File: config.mk
export PLATFORM = sky130hd
export DESIGN_NAME = hazard_ctrl
export DESIGN_NICKNAME = d
export VERILOG_FILES = /design/src/rtl/hazard_ctrl_pkg.sv /design/src/rtl/hazard_ctrl_md_busy_counter.sv /design/src/rtl/hazard_ctrl.sv
export SDC_FILE = /design/constraint.sdc
export NUM_CORES = 1
export LEC_CHECK = 0
export BUFFER_PORTS_ARGS = -buffer_cell sky130_fd_sc_hd__buf_2
export CORE_UTILIZATION = 58
export CTS_CLUSTER_DIAMETER = 100
export DETAILED_ROUTE_END_ITERATION = 8
export GPL_ROUTABILITY_DRIVEN = 0
export PLACE_DENSITY = 0.93
export SYNTH_ARGS = -nofsm -noshare
export SYNTH_HDL_FRONTEND = slang
export SYNTH_SLANG_ARGS = --single-unit
File: constraint.sdc
create_clock -name clk -period 5.7 [get_ports clk]
set_input_delay 1.425 -clock clk [delete_from_list [all_inputs] [get_ports clk]]
set_output_delay 1.425 -clock clk [all_outputs]
set_load 0.01 [all_outputs]
File: src/rtl/hazard_ctrl_pkg.sv
// Shared constants, stage-tracking structs and helpers for the MIPS hazard controller.
package hazard_ctrl_pkg;

    // D-stage forward selects
    localparam logic [1:0] FWD_D_RF  = 2'b00;
    localparam logic [1:0] FWD_D_E   = 2'b01;
    localparam logic [1:0] FWD_D_M   = 2'b10;
    localparam logic [1:0] FWD_D_W   = 2'b11;
    // E-stage forward selects
    localparam logic [1:0] FWD_E_REG = 2'b00;
    localparam logic [1:0] FWD_E_M   = 2'b01;
    localparam logic [1:0] FWD_E_W   = 2'b10;

    localparam logic [1:0] MD_NONE   = 2'b00;
    localparam logic [1:0] MD_MULT   = 2'b01;
    localparam logic [1:0] MD_DIV    = 2'b10;
    localparam logic [1:0] MD_HILO   = 2'b11;

    localparam logic [1:0] TUSE_NONE = 2'd3;

    localparam int MULT_CYCLES_DEF = 5;
    localparam int DIV_CYCLES_DEF  = 10;

    typedef struct packed {
        logic [4:0] rs;
        logic [4:0] rt;
        logic [4:0] wreg;
        logic [1:0] tnew;
        logic [1:0] md_op;
    } e_stage_t;

    typedef struct packed {
        logic [4:0] rt;
        logic [4:0] wreg;
        logic [1:0] tnew;
    } m_stage_t;

    function automatic logic [1:0] tnew_dec(input logic [1:0] t);
        return (t == 2'd0) ? 2'd0 : t - 2'd1;
    endfunction

endpackage

File: src/rtl/hazard_ctrl_md_busy_counter.sv
// Mult/div busy counter: loads the op latency when an MDU op enters E, then
// counts down to zero and holds.
module md_busy_counter #(
    parameter int MULT_CYCLES = 5,
    parameter int DIV_CYCLES  = 10
) (
    input  logic clk,
    input  logic reset,
    input  logic load,
    input  logic is_div,
    output logic busy
);

    localparam int MAXC  = (MULT_CYCLES > DIV_CYCLES) ? MULT_CYCLES : DIV_CYCLES;
    localparam int CNT_W = $clog2(MAXC + 1);

    logic [CNT_W-1:0] cnt_q, cnt_d;

    always_comb begin
        cnt_d = cnt_q;
        if (load)
            cnt_d = is_div ? CNT_W'(DIV_CYCLES) : CNT_W'(MULT_CYCLES);
        else if (cnt_q != '0)
            cnt_d = cnt_q - 1'b1;
    end

    always_ff @(posedge clk or posedge reset) begin
        if (reset) cnt_q <= '0;
        else       cnt_q <= cnt_d;
    end

    assign busy = (cnt_q != '0);

endmodule

File: src/rtl/hazard_ctrl.sv
// Stall/forward controller for the 5-stage MIPS pipeline: tracks destinations
// through E/M/W, compares against Tuse/Tnew and owns the HI/LO busy interlock.
module hazard_ctrl
    import hazard_ctrl_pkg::*;
#(
    parameter int MULT_CYCLES = MULT_CYCLES_DEF,
    parameter int DIV_CYCLES  = DIV_CYCLES_DEF
) (
    input  logic       clk,
    input  logic       reset,
    input  logic [4:0] d_rs,
    input  logic [4:0] d_rt,
    input  logic [1:0] d_tuse_rs,
    input  logic [1:0] d_tuse_rt,
    input  logic [4:0] d_wreg,
    input  logic [1:0] d_tnew,
    input  logic [1:0] d_md_op,
    output logic       stall,
    output logic       md_busy,
    output logic [1:0] fwd_d_rs,
    output logic [1:0] fwd_d_rt,
    output logic [1:0] fwd_e_rs,
    output logic [1:0] fwd_e_rt,
    output logic       fwd_m_rt
);

    e_stage_t   e_q, e_d;
    m_stage_t   m_q, m_d;
    logic [4:0] w_wreg_q, w_wreg_d;

    logic hz_rs, hz_rt, md_hazard, md_start, md_load, e_md_active;

    function automatic logic reg_hazard(input logic [4:0] r, input logic [1:0] tuse,
                                        input e_stage_t e, input m_stage_t m);
        return (r != 5'd0) && (tuse != TUSE_NONE) &&
               ((e.wreg == r && e.tnew > tuse) || (m.wreg == r && m.tnew > tuse));
    endfunction

    // Youngest match wins; a younger match whose result is not ready yet
    // blocks older stages (the stall logic covers that case).
    function automatic logic [1:0] sel_d(input logic [4:0] r, input e_stage_t e,
                                         input m_stage_t m, input logic [4:0] w);
        if (r == 5'd0)     return FWD_D_RF;
        else if (e.wreg == r) return (e.tnew == 2'd0) ? FWD_D_E : FWD_D_RF;
        else if (m.wreg == r) return (m.tnew == 2'd0) ? FWD_D_M : FWD_D_RF;
        else if (w == r)   return FWD_D_W;
        else               return FWD_D_RF;
    endfunction

    function automatic logic [1:0] sel_e(input logic [4:0] r, input m_stage_t m,
                                         input logic [4:0] w);
        if (r == 5'd0)     return FWD_E_REG;
        else if (m.wreg == r) return (m.tnew == 2'd0) ? FWD_E_M : FWD_E_REG;
        else if (w == r)   return FWD_E_W;
        else               return FWD_E_REG;
    endfunction

    assign hz_rs = reg_hazard(d_rs, d_tuse_rs, e_q, m_q);
    assign hz_rt = reg_hazard(d_rt, d_tuse_rt, e_q, m_q);

    // An MDU op sitting in E has already loaded the counter; counting it
    // directly keeps the interlock independent of counter timing.
    assign md_start    = (d_md_op == MD_MULT) || (d_md_op == MD_DIV);
    assign e_md_active = (e_q.md_op == MD_MULT) || (e_q.md_op == MD_DIV);
    assign md_hazard   = (md_start || d_md_op == MD_HILO) && (md_busy || e_md_active);

    assign stall   = hz_rs | hz_rt | md_hazard;
    assign md_load = md_start && !stall;

    assign fwd_d_rs = sel_d(d_rs, e_q, m_q, w_wreg_q);
    assign fwd_d_rt = sel_d(d_rt, e_q, m_q, w_wreg_q);
    assign fwd_e_rs = sel_e(e_q.rs, m_q, w_wreg_q);
    assign fwd_e_rt = sel_e(e_q.rt, m_q, w_wreg_q);
    assign fwd_m_rt = (m_q.rt != 5'd0) && (m_q.rt == w_wreg_q);

    always_comb begin
        e_d = '0;
        if (!stall) begin
            e_d.rs    = d_rs;
            e_d.rt    = d_rt;
            e_d.wreg  = d_wreg;
            e_d.tnew  = d_tnew;
            e_d.md_op = d_md_op;
        end
        m_d.rt   = e_q.rt;
        m_d.wreg = e_q.wreg;
        m_d.tnew = tnew_dec(e_q.tnew);
        w_wreg_d = m_q.wreg;
    end

    always_ff @(posedge clk or posedge reset) begin
        if (reset) begin
            e_q      <= '0;
            m_q      <= '0;
            w_wreg_q <= '0;
        end else begin
            e_q      <= e_d;
            m_q      <= m_d;
            w_wreg_q <= w_wreg_d;
        end
    end

    md_busy_counter #(
        .MULT_CYCLES(MULT_CYCLES),
        .DIV_CYCLES (DIV_CYCLES)
    ) u_md_cnt (
        .clk   (clk),
        .reset (reset),
        .load  (md_load),
        .is_div(d_md_op == MD_DIV),
        .busy  (md_busy)
    );

endmodule

==> metrics.cfg, run 1 <==
[outcome]
status=finished clean

[route]
drc_errors=0
vias_per_cell=5.51
ant_nets=0
post_drt_wl_per_cell_um=15.7
vias=1747
dr.first_iter.drc_count=79
drt-total-wl_mm=4.97
firstDrtPassIters=4

[setup_path]
cp.required_ps=4280
crit_type=input port to output pin
start_kind=input port
cp_data_arrival_time_ps=2970
cp_cell_sequence=buf_2, or4_1, o21ai_1, a211oi_1, a21boi_1, nor4b_2, inv_1, buf_2
cp_slowest_cell=or4_1
max_stage_delay_ps=540
crit_top_cell=buf_2
path_max_fanout=5
critical_path.endpoint_type=output pin

[clock_network]
cts.sinks=40
clockBufferDepth=2
cts_inserted_buffers=5
cts_resized=0
post-cts-setup-buffers=0
clkTransAtPathRegs_ps=80
h-tree-depth=2
clock_latency_ps=300
cts_tree=done
ctsHoldBuffers=0
root_buffer=clkbuf_8

[placed_design]
dp.final_hpwl_mm=3.81
postPlaceCellArea_sq_um=2590
place_inst=310
numPortBuffers=35

[floorplan]
die_w_um=66.0
dieArea_sq_um=4360
initial_core_util_pct=62.5
rows=22
die_h_um=66.0
core-area_sq_um=3800
io-pin-count=36

[sta]
fin_crit_ps=4400
timing.clock.skew_ps=8.35
setup_viol=0
slew_headroom_pct=60.4
maxSlewViolCount=0
fmax_ghz=0.227
hold_viol=0
rsz0062_at_grt=false
period_share_pct=77.1
fin_setup_tns_ps=0
tightest_slew_ps=593

[power_and_ir_drop]
power_density_nw_per_um2=335
pwr-share-clk_pct=19.9
p_comb_share_pct=35.3
p_sw_uw=315
vdd_drop_max_mv=0.209
pwr-share-seq_pct=44.8
internal_power_uw=581
swShare_pct=35.1
p_leak_nw=1.33

[final_layout]
drive_above_1_share_pct=18.6
nets=306
instances_no_fill=317
design_area_sq_um=2670
diodes=0
syn_to_final_growth_pct=12.5
fillers=288

[synthesis]
yosysUniqueCellTypes=33
synth_nets=272
netlist_area_sq_um=2380
yosysTopAreaCellShare_pct=42.1
synthTopCellsByArea=dfrtp_1 (42%), xnor2_1 (12%), xor2_1 (9.2%)
synth_seq_area_share_pct=42.1
yosys.area.top_type=dfrtp_1
synth_area_per_cell_sq_um=10.1
syn_inst=235
ys_ff_latch=40
ys_warn_count=0

[global_routing]
grt_pass1_wl_mm=8.09
antenna_found_initial=0
grt_pass1_vias=1738
grt_start_max_net_pins=41
grt.total_usage_pct=25.9
grt_overflow=0

[hold_path]
hold_class=flip-flop to flip-flop

[job]
cap_violations=0

-- cell usage in the layout (no fill, tap or decap), types with 2 or more instances in the layout --
master,count
o21ai_0,3
a21o_1,2
nor4_1,7
nor3_1,11
nor2b_1,3
nand4_1,2
nand2_1,6
and4_1,2
a21oi_1,7
ha_1,12
xnor2_1,32
nor2_1,11
mux2_4,2
nand3_1,9
dfrtp_1,40
clkbuf_8,5
xor2_1,25
inv_1,13
and2_1,21
mux2i_1,3
or4_1,3
buf_2,35
buf_4,2
-- layout make-up --
class / instances / area [sq um] / share of cell area, %
Clock inverter: 2 / 12.5 / 0.468
Clock buffer: 5 / 68.8 / 2.57
Timing Repair Buffer: 37 / 190 / 7.11
Sequential cell: 40 / 1000 / 37.4
Inverter: 13 / 48.8 / 1.82
Multi-Input combinational cell: 172 / 1290 / 48.3
Tap cell: 48 / 60.1 / 2.25
-- through the flow --
stage | worst slack [ps] | power, mW | hold slack, ps | util (%)
finish | 1300 | 0.896 | 458 | 70.4
CTS | 1270 | 0.899 | 454 | 70.4
global placement | 1360 | 0.704 | 440 | 68.2
detailed placement | 1270 | 0.722 | 436 | 68.2
global route | 1140 | 0.957 | 475 | 70.4
floorplan | 1350 | 0.631 | 410 | -
-- metal layers --
| metal | vias up | part of all wire [%] | GRT usage (%) |
|---|---|---|---|
| met4 | 0 | 2.1 | 11.2 |
| met1 | 827 | 43 | 31.0 |
| met5 | - | 0 | 0 |
| met3 | 13 | 4.8 | 6.21 |
| met2 | 56 | 50 | 44.3 |
| li1 | 851 | - | - |
-- state kept, by name (all words and copies together), names as in the netlist --
signal / cells
m_q: 7
u_md_cnt.cnt_q: 4
w_wreg_d: 5
w_wreg_q: 5
e_q: 19
-- cell usage after synthesis --
| cell type | instances |
|---|---|
| and2_1 | 21 |
| or4_1 | 3 |
| o21ai_0 | 3 |
| o311ai_1 | 1 |
| mux2_4 | 2 |
| nand4_1 | 2 |
| nand3_1 | 9 |
| a21boi_1 | 1 |
| clkbuf_1 | 8 |
| nor2_4 | 1 |
| a21o_4 | 1 |
| nand2_1 | 6 |
| a211oi_1 | 1 |
| nor2b_1 | 3 |
| buf_2 | 2 |
| and4_1 | 2 |
| dfrtp_1 | 40 |
| nor3_1 | 11 |
| a21o_1 | 2 |
| o21ai_1 | 1 |
| mux2i_1 | 3 |
| nor4_1 | 7 |
| inv_1 | 13 |
| xnor2_1 | 32 |
| ha_1 | 12 |
| nor4b_1 | 1 |
| xor2_1 | 25 |
| nor2_1 | 11 |
| a2111oi_1 | 1 |
| or4b_1 | 1 |
| a21oi_1 | 7 |
| or3_1 | 1 |
| or4_4 | 1 |
-- power by group through the flow --
stage	clock network, mW	registers (mW)	logic, mW
after floorplan	0	0.378	0.253
after global placement	0	0.404	0.300
after detailed placement	0	0.407	0.315
after CTS	0.181	0.401	0.317
after global routing	0.195	0.409	0.353
final	0.178	0.402	0.316
-- final timing paths --
check	start	end	slack (ps)	cells after the start
max	d_rs[0]	stall	1300	8
max in group asynchronous	reset	e_q[1]$_DFF_PP0_	4130	3
min reg2reg	e_q[8]$_DFF_PP0_	w_wreg_d[4]$_DFF_PP0_	460	0
min	e_q[8]$_DFF_PP0_	w_wreg_d[4]$_DFF_PP0_	460	0
max reg2reg	w_wreg_d[0]$_DFF_PP0_	u_md_cnt.cnt_q[3]$_DFFE_PP0P_	3270	6
min in group asynchronous	reset	w_wreg_q[0]$_DFF_PP0_	1240	3
-- critical path: cells and delay by family --
family / cells / cell delay (ps)
buffers and inverters: 3 / 340
and+or+nand+nor: 2 / 790
AOI/OAI and AO/OA: 3 / 400
-- cells by family (layout without fill, tap and decap cells) --
| logic type | after synthesis | in the layout | share of synthesized area, % |
|---|---|---|---|
| buffers and inverters | 23 | 57 | 3.74 |
| muxes | 5 | 5 | 2.53 |
| xor gates and xnor gates | 57 | 57 | 21.0 |
| and+or+nand+nor | 80 | 80 | 19.3 |
| adders and majority gates | 12 | 12 | 6.32 |
| DFF | 40 | 40 | 42.1 |
| AOI/OAI and AO/OA | 18 | 18 | 5.00 |
No activity file was read; power rests on OpenSTA's default activity.
==> run 2, diff against run 1 <==
--- a/config.mk
+++ b/config.mk
@@ -5,12 +5,13 @@
 export SDC_FILE = /design/constraint.sdc
 export NUM_CORES = 1
 export LEC_CHECK = 0
+export ABC_AREA = 1
 export BUFFER_PORTS_ARGS = -buffer_cell sky130_fd_sc_hd__buf_2
-export CORE_UTILIZATION = 58
+export CORE_UTILIZATION = 57
 export CTS_CLUSTER_DIAMETER = 100
 export DETAILED_ROUTE_END_ITERATION = 8
 export GPL_ROUTABILITY_DRIVEN = 0
-export PLACE_DENSITY = 0.93
+export PLACE_DENSITY = 0.91
 export SYNTH_ARGS = -nofsm -noshare
 export SYNTH_HDL_FRONTEND = slang
 export SYNTH_SLANG_ARGS = --single-unit
==> constraint.sdc (replaced) <==
create_clock -name clk -period 4.5 [get_ports clk]
set_input_delay 1.125 -clock clk [delete_from_list [all_inputs] [get_ports clk]]
set_output_delay 1.125 -clock clk [all_outputs]
set_load 0.01 [all_outputs]
==> run 2 against run 1 <==
Non-clock buffer count down 1. Largest cell class unchanged. Final cell count rose by 32%. Largest power group unchanged. Critical path type unchanged. Clock skew decreased by 3.2 ps.
==> metrics.cfg, run 2 <==
[setup_path]
crit_family=simple AND/OR/NAND/NOR gates
crit_type=input port to output pin
startpoint=d_tuse_rs[1]
r2r_end=u_md_cnt.cnt_q[1]$_DFFE_PP0P_
reg2regPathDepth=11  ; +5
start_kind=input port
cp.buffers_inverters=3  ; unchanged
cp_slowest_cell=nand3_2
crit_top_cell=nand2_1
rr_startpoint=u_md_cnt.cnt_q[0]$_DFFE_PP0P_
cp.required_ps=3380  ; -900 ps
critical_path.endpoint_type=output pin
path_max_fanout=21  ; +16
cp_data_arrival_time_ps=2740  ; -230 ps
max_stage_delay_ps=350  ; -190 ps
endpoint=stall
cp_cell_sequence=buf_2, inv_1, ha_1, nand2_1, a21boi_0, nand4_1, nand2_1, nand2_1, nand3_2, buf_2
regToRegSetupSlack_ps=2310  ; -960 ps
crit_cells=10  ; +2

[final_layout]
instances_no_fill=419  ; +32%
diodes=0  ; unchanged
reg.largest.list=e_q (19), m_q (7)
layout_commonest_cell=nand2_1
mostFrequentLayoutCells=nand2_1 (71), inv_1 (57), dfrtp_1 (40), nor2_1 (37), buf_2 (35)
nets=403  ; +32%
largest_reg_flops=19  ; unchanged
largest-register=e_q
syn_to_final_growth_pct=12.0
drive_above_1_share_pct=17.7  ; -0.88 points
fillers=358  ; +24%

[sta]
period_share_pct=86.0
tightest_slew_ps=503  ; -89.6 ps
fmax_ghz=0.259
fin_setup_tns_ps=0  ; unchanged
timing.clock.skew_ps=5.17  ; -3.18 ps
fin_crit_ps=3870
setup_viol=0  ; unchanged
maxSlewViolCount=0  ; unchanged
rsz0062_at_grt=false
slew_headroom_pct=66.5  ; +6.1 points
hold_viol=0  ; unchanged
fin_ws_ps=632  ; -671 ps

[clock_network]
clockBufferDepth=2  ; unchanged
clock_latency_ps=300  ; about the same
clkTransAtPathRegs_ps=80  ; about the same
cts.sinks=40  ; unchanged
cts_resized=0  ; unchanged
cts_inserted_buffers=5  ; unchanged
h-tree-depth=2  ; unchanged
root_buffer=clkbuf_8
post-cts-setup-buffers=0  ; unchanged
ctsHoldBuffers=0  ; unchanged
cts_tree=done

[route]
drt-total-wl_mm=5.83  ; +17%
vias_per_cell=5.26  ; -4.6%
ant_nets=0  ; unchanged
dr.first_iter.drc_count=69  ; -13%
drc_errors=0  ; unchanged
post_drt_wl_per_cell_um=13.9  ; -11%
vias=2203  ; +26%
firstDrtPassIters=4  ; unchanged

[placed_design]
dp.final_hpwl_mm=4.46  ; +17%
place_ws_ps=679  ; -594 ps
place_inst=411  ; +33%
numPortBuffers=35  ; unchanged

[synthesis]
synth.most_common_cell=nand2_1
ys.flop_type=dfrtp_1
yosysUniqueCellTypes=33  ; unchanged
ys_warn_count=0  ; unchanged
synthTopCellsByArea=dfrtp_1 (39%), nand2_1 (10%), inv_1 (8.3%)
synth_edf_count=0  ; unchanged
synth_common_cells=nand2_1 (71), inv_1 (57), dfrtp_1 (40)
async_reset_ff_share_pct=100  ; unchanged
synth_nets=370  ; +36%
yosysTopAreaCellShare_pct=38.9  ; -3.2 points
ys_ff_latch=40  ; unchanged
yosys.area.top_type=dfrtp_1
synth_seq_area_share_pct=38.9  ; -3.2 points
netlist_area_sq_um=2570  ; +8.2%
syn_inst=333  ; +42%
synth_area_per_cell_sq_um=7.72  ; -24%

[power_and_ir_drop]
p_total_mw=1.22  ; +36%
internal_power_uw=769  ; +32%
pwr-share-clk_pct=24.4  ; +4.5 points
swShare_pct=36.8  ; +1.7 points
pwr-share-seq_pct=41.0  ; -3.8 points
p_comb_share_pct=34.6  ; -0.7 points
p_leak_nw=1.59  ; +20%
p_sw_uw=448  ; +42%
power_density_nw_per_um2=423  ; +26%
vdd_drop_max_mv=0.262  ; +25%

[global_routing]
grt_start_max_net_pins=41  ; unchanged
grt_pass1_vias=2219  ; +28%
grt.total_usage_pct=26.5  ; +0.55 points
grt_pass1_wl_mm=9.86  ; +22%
antenna_found_initial=0  ; unchanged
grt_overflow=0  ; unchanged

[floorplan]
core-area_sq_um=4350  ; +15%
die_w_um=69.2  ; +4.8%
dieArea_sq_um=4780  ; +9.8%
io-pin-count=36  ; unchanged
initial_core_util_pct=59.1  ; -3.5 points
rows=24  ; +9.1%
die_h_um=69.2  ; +4.8%

[hold_path]
hold_class=flip-flop to flip-flop

[outcome]
status=finished clean

[job]
cap_violations=0  ; unchanged

## run 2: per-stage QoR
step | utilization [%] | area [sq um] | hold WS (ps)
after floorplan | - | 2570 | 349
after global placement | 63.6 | 2770 | 413
after detailed placement | 63.6 | 2770 | 423
after CTS | 66.1 | 2880 | 440
after global routing | 66.1 | 2880 | 457
final | 66.1 | 2880 | 445
## run 2: cells by family after synthesis
| group | count (synthesis) | share of synthesized area, % |
|---|---|---|
| AND/OR/NAND/NOR | 153 | 26.9 |
| buffers and inverters | 72 | 11.0 |
| flip-flops | 40 | 38.9 |
| XOR/XNOR | 36 | 12.3 |
| AO/OA/AOI/OAI | 20 | 5.06 |
| adder cells (fa/ha/maj) | 12 | 5.84 |
## run 2: layout make-up
class / instances / area [sq um] / share of cell area [%]
multi-input cells: 221 / 1290 / 44.7
well taps: 52 / 65.1 / 2.26
clock buffers: 5 / 68.8 / 2.39
inverters: 62 / 233 / 8.08
clock inverters: 3 / 42.5 / 1.48
repair buffers: 36 / 183 / 6.35
flip-flops and latches: 40 / 1000 / 34.8
## run 2: power by group through the flow
stage | sequential [mW] | combinational [mW] | clock (mW)
6_report | 0.499 | 0.421 | 0.296
5_1_grt | 0.507 | 0.477 | 0.311
4_1_cts | 0.498 | 0.421 | 0.297
3_5_place_dp | 0.505 | 0.416 | 0
3_3_place_gp | 0.500 | 0.395 | 0
2_1_floorplan | 0.469 | 0.342 | 0
## run 2: worst min path at each step
stage | startpoint | to | cells past startpoint | slack, ps
after global placement | e_q[7]$_DFF_PP0_ | w_wreg_d[3]$_DFF_PP0_ | 0 | 410
after floorplan | w_wreg_d[0]$_DFF_PP0_ | w_wreg_q[0]$_DFF_PP0_ | 0 | 350
after CTS | e_q[7]$_DFF_PP0_ | w_wreg_d[3]$_DFF_PP0_ | 0 | 440
after global routing | e_q[7]$_DFF_PP0_ | w_wreg_d[3]$_DFF_PP0_ | 0 | 460
final | e_q[6]$_DFF_PP0_ | w_wreg_d[2]$_DFF_PP0_ | 0 | 440
after detailed placement | e_q[7]$_DFF_PP0_ | w_wreg_d[3]$_DFF_PP0_ | 0 | 420
## run 2: layer usage
metal | global-route usage, % | up-vias | wire length (um)
met5 | 0 | - | 0
met3 | 4.82 | 18 | 255
met4 | 9.52 | 0 | 136
met1 | 30.2 | 1022 | 2310
li1 | - | 1091 | -
met2 | 49.0 | 72 | 3130
==> run 3, diff against run 2 <==
==> constraint.sdc (replaced) <==
create_clock -name clk -period 4.3 [get_ports clk]
set_input_delay 1.075 -clock clk [delete_from_list [all_inputs] [get_ports clk]]
set_output_delay 1.075 -clock clk [all_outputs]
set_load 0.01 [all_outputs]
==> run 3 against run 2 <==
Via count barely moved. Total power increased by 7.1%. Global-route usage decreased by 0.96 points. Sequential cell count stayed put. Utilization is 0.52 points higher. Critical path depth stayed put. Worst hold slack improved by 11 ps. Non-clock buffer count up 1. Combinational power rose by 5.7%. Final cell count rose by 0.24%. Sequential power is 4.4% higher. Sequential share of layout area down 0.27 points. Largest power group unchanged.
==> metrics.cfg, run 3 (same netlist as run 2, synthesis figures left out) <==
[final_layout]
nets=404  ; +0.25%
mostFrequentLayoutCells=nand2_1 (71), inv_1 (57), dfrtp_1 (40), nor2_1 (37), buf_2 (35)
design_area_sq_um=2900  ; +0.78%
fillers=356  ; -0.56%
drive_above_1_share_pct=17.9  ; +0.22 points
largest_reg_flops=19  ; unchanged
diodes=0  ; unchanged
layout_commonest_cell=nand2_1
syn_to_final_growth_pct=12.8
largest-register=e_q
reg.largest.list=e_q (19), m_q (7)

[sta]
fin_crit_ps=3390
tightest_slew_ps=496  ; -6.91 ps
rsz0062_at_grt=false
setup_viol=0  ; unchanged
hold_viol=0  ; unchanged
fmax_ghz=0.295
fin_setup_tns_ps=0  ; unchanged
maxSlewViolCount=0  ; unchanged
slew_headroom_pct=66.9  ; +0.46 points
period_share_pct=78.8
whs_ps=456  ; +11.4 ps
timing.clock.skew_ps=7.17  ; +2.00 ps

[setup_path]
crit_family=simple AND/OR/NAND/NOR gates
startpoint=d_tuse_rs[1]
cp.required_ps=3220  ; -160 ps
endpoint=stall
reg2regPathDepth=13  ; +2
crit_top_cell=nand2_1
cp.buffers_inverters=3  ; unchanged
critical_path.endpoint_type=output pin
cp_slowest_cell=ha_1
cp_data_arrival_time_ps=2310  ; -430 ps
crit_type=input port to output pin
rr_startpoint=e_q[2]$_DFF_PP0_
path_max_fanout=2  ; -90%
start_kind=input port
max_stage_delay_ps=300  ; -50 ps
r2r_end=u_md_cnt.cnt_q[1]$_DFFE_PP0P_
regToRegSetupSlack_ps=2230  ; -80 ps
cp_cell_sequence=buf_2, inv_1, ha_1, nand2_1, a21boi_0, nand4_1, nand2_1, nand2_1, nand3_2, buf_2
crit_cells=10  ; unchanged

[global_routing]
antenna_found_initial=0  ; unchanged
grt_pass1_vias=2184  ; -1.6%
grt.total_usage_pct=25.5  ; -0.96 points
grt_pass1_wl_mm=9.54  ; -3.2%
grt_overflow=0  ; unchanged
grt_start_max_net_pins=41  ; unchanged

[power_and_ir_drop]
p_leak_nw=1.60  ; +0.94%
p_total_mw=1.30  ; +7.1%
vdd_drop_max_mv=0.237  ; -9.5%
power_density_nw_per_um2=449  ; +6.3%

[floorplan]
dieArea_sq_um=4780  ; unchanged
core-area_sq_um=4350  ; unchanged
die_h_um=69.2  ; unchanged
initial_core_util_pct=59.1  ; unchanged
die_w_um=69.2  ; unchanged
rows=24  ; unchanged
io-pin-count=36  ; unchanged

[route]
firstDrtPassIters=4  ; unchanged
ant_nets=0  ; unchanged
drt-total-wl_mm=5.62  ; -3.5%
post_drt_wl_per_cell_um=13.4  ; -3.7%
vias=2204  ; +0.045%
vias_per_cell=5.25  ; -0.19%
drc_errors=0  ; unchanged
dr.first_iter.drc_count=138  ; +100%

[clock_network]
clockBufferDepth=2  ; unchanged
root_buffer=clkbuf_8
cts.sinks=40  ; unchanged
cts_tree=done
clock_latency_ps=300  ; about the same
clkTransAtPathRegs_ps=70  ; about the same
cts_resized=0  ; unchanged
ctsHoldBuffers=0  ; unchanged
post-cts-setup-buffers=0  ; unchanged
h-tree-depth=2  ; unchanged
cts_inserted_buffers=5  ; unchanged

[placed_design]
numPortBuffers=35  ; unchanged
postPlaceCellArea_sq_um=2780  ; +0.27%
dp.final_hpwl_mm=4.38  ; -1.8%

[hold_path]
hold_class=flip-flop to flip-flop

[job]
cap_violations=0  ; unchanged

[outcome]
status=finished clean

-- run 3: cell types whose count changed in the layout (fill, tap and decap cells not counted) --
cell,change
buf_4,+1
clkinv_2,-1
clkbuf_8,+2
clkinvlp_4,-1
-- run 3: worst reg2reg max path: cells and delay by family, from the launching register on --
kind                       cells  cell delay, ps
and+or+nand+nor                9             740
DFF                            1             400
buffers and inverters          2             400
adders and majority gates      1             260
AOI/OAI and AO/OA              1             210
-- run 3: metal layers --
| layer | global-route usage (%) | part of all wire (%) | vias to the layer above |
|---|---|---|---|
| li1 | - | - | 1094 |
| met1 | 30.7 | 42 | 1028 |
| met2 | 44.2 | 51 | 63 |
| met3 | 5.85 | 4.6 | 19 |
| met4 | 9.75 | 2.8 | 0 |
| met5 | 0 | 0 | - |
-- run 3: stage by stage --
stage	setup WS, ps	instances	util [%]
2_1_floorplan	1110	333	-
3_3_place_gp	1010	412	63.7
3_5_place_dp	904	412	63.7
4_1_cts	904	420	66.6
5_1_grt	737	420	66.6
6_report	910	420	66.6
-- run 3: area by class of cell --
class | count | area, sq um | area share [%]
multi-input combinational | 221 | 1290 | 44.3
timing repair buffer | 37 | 190 | 6.55
tap | 52 | 65.1 | 2.24
clock inverter | 1 | 30.0 | 1.03
inverter | 62 | 233 | 8.02
sequential | 40 | 1000 | 34.5
clock buffer | 7 | 96.3 | 3.32
-- run 3: report_power, final --
part	leakage [nW]	internal, mW	switching, mW
combinational	1.01	0.193	0.252
clock	0.0645	0.205	0.132
sequential	0.529	0.442	0.0787
-- run 3: how the worst min path moves through the flow --
stage / startpoint / endpoint / slack [ps] / cells after the start
final: e_q[2]$_DFF_PP0_ / m_q[0]$_DFF_PP0_ / 460 / 1
after global routing: e_q[7]$_DFF_PP0_ / w_wreg_d[3]$_DFF_PP0_ / 460 / 0
after CTS: e_q[7]$_DFF_PP0_ / w_wreg_d[3]$_DFF_PP0_ / 460 / 0
after detailed placement: e_q[7]$_DFF_PP0_ / w_wreg_d[3]$_DFF_PP0_ / 440 / 0
after global placement: e_q[7]$_DFF_PP0_ / w_wreg_d[3]$_DFF_PP0_ / 430 / 0
after floorplan: w_wreg_d[0]$_DFF_PP0_ / w_wreg_q[0]$_DFF_PP0_ / 350 / 0
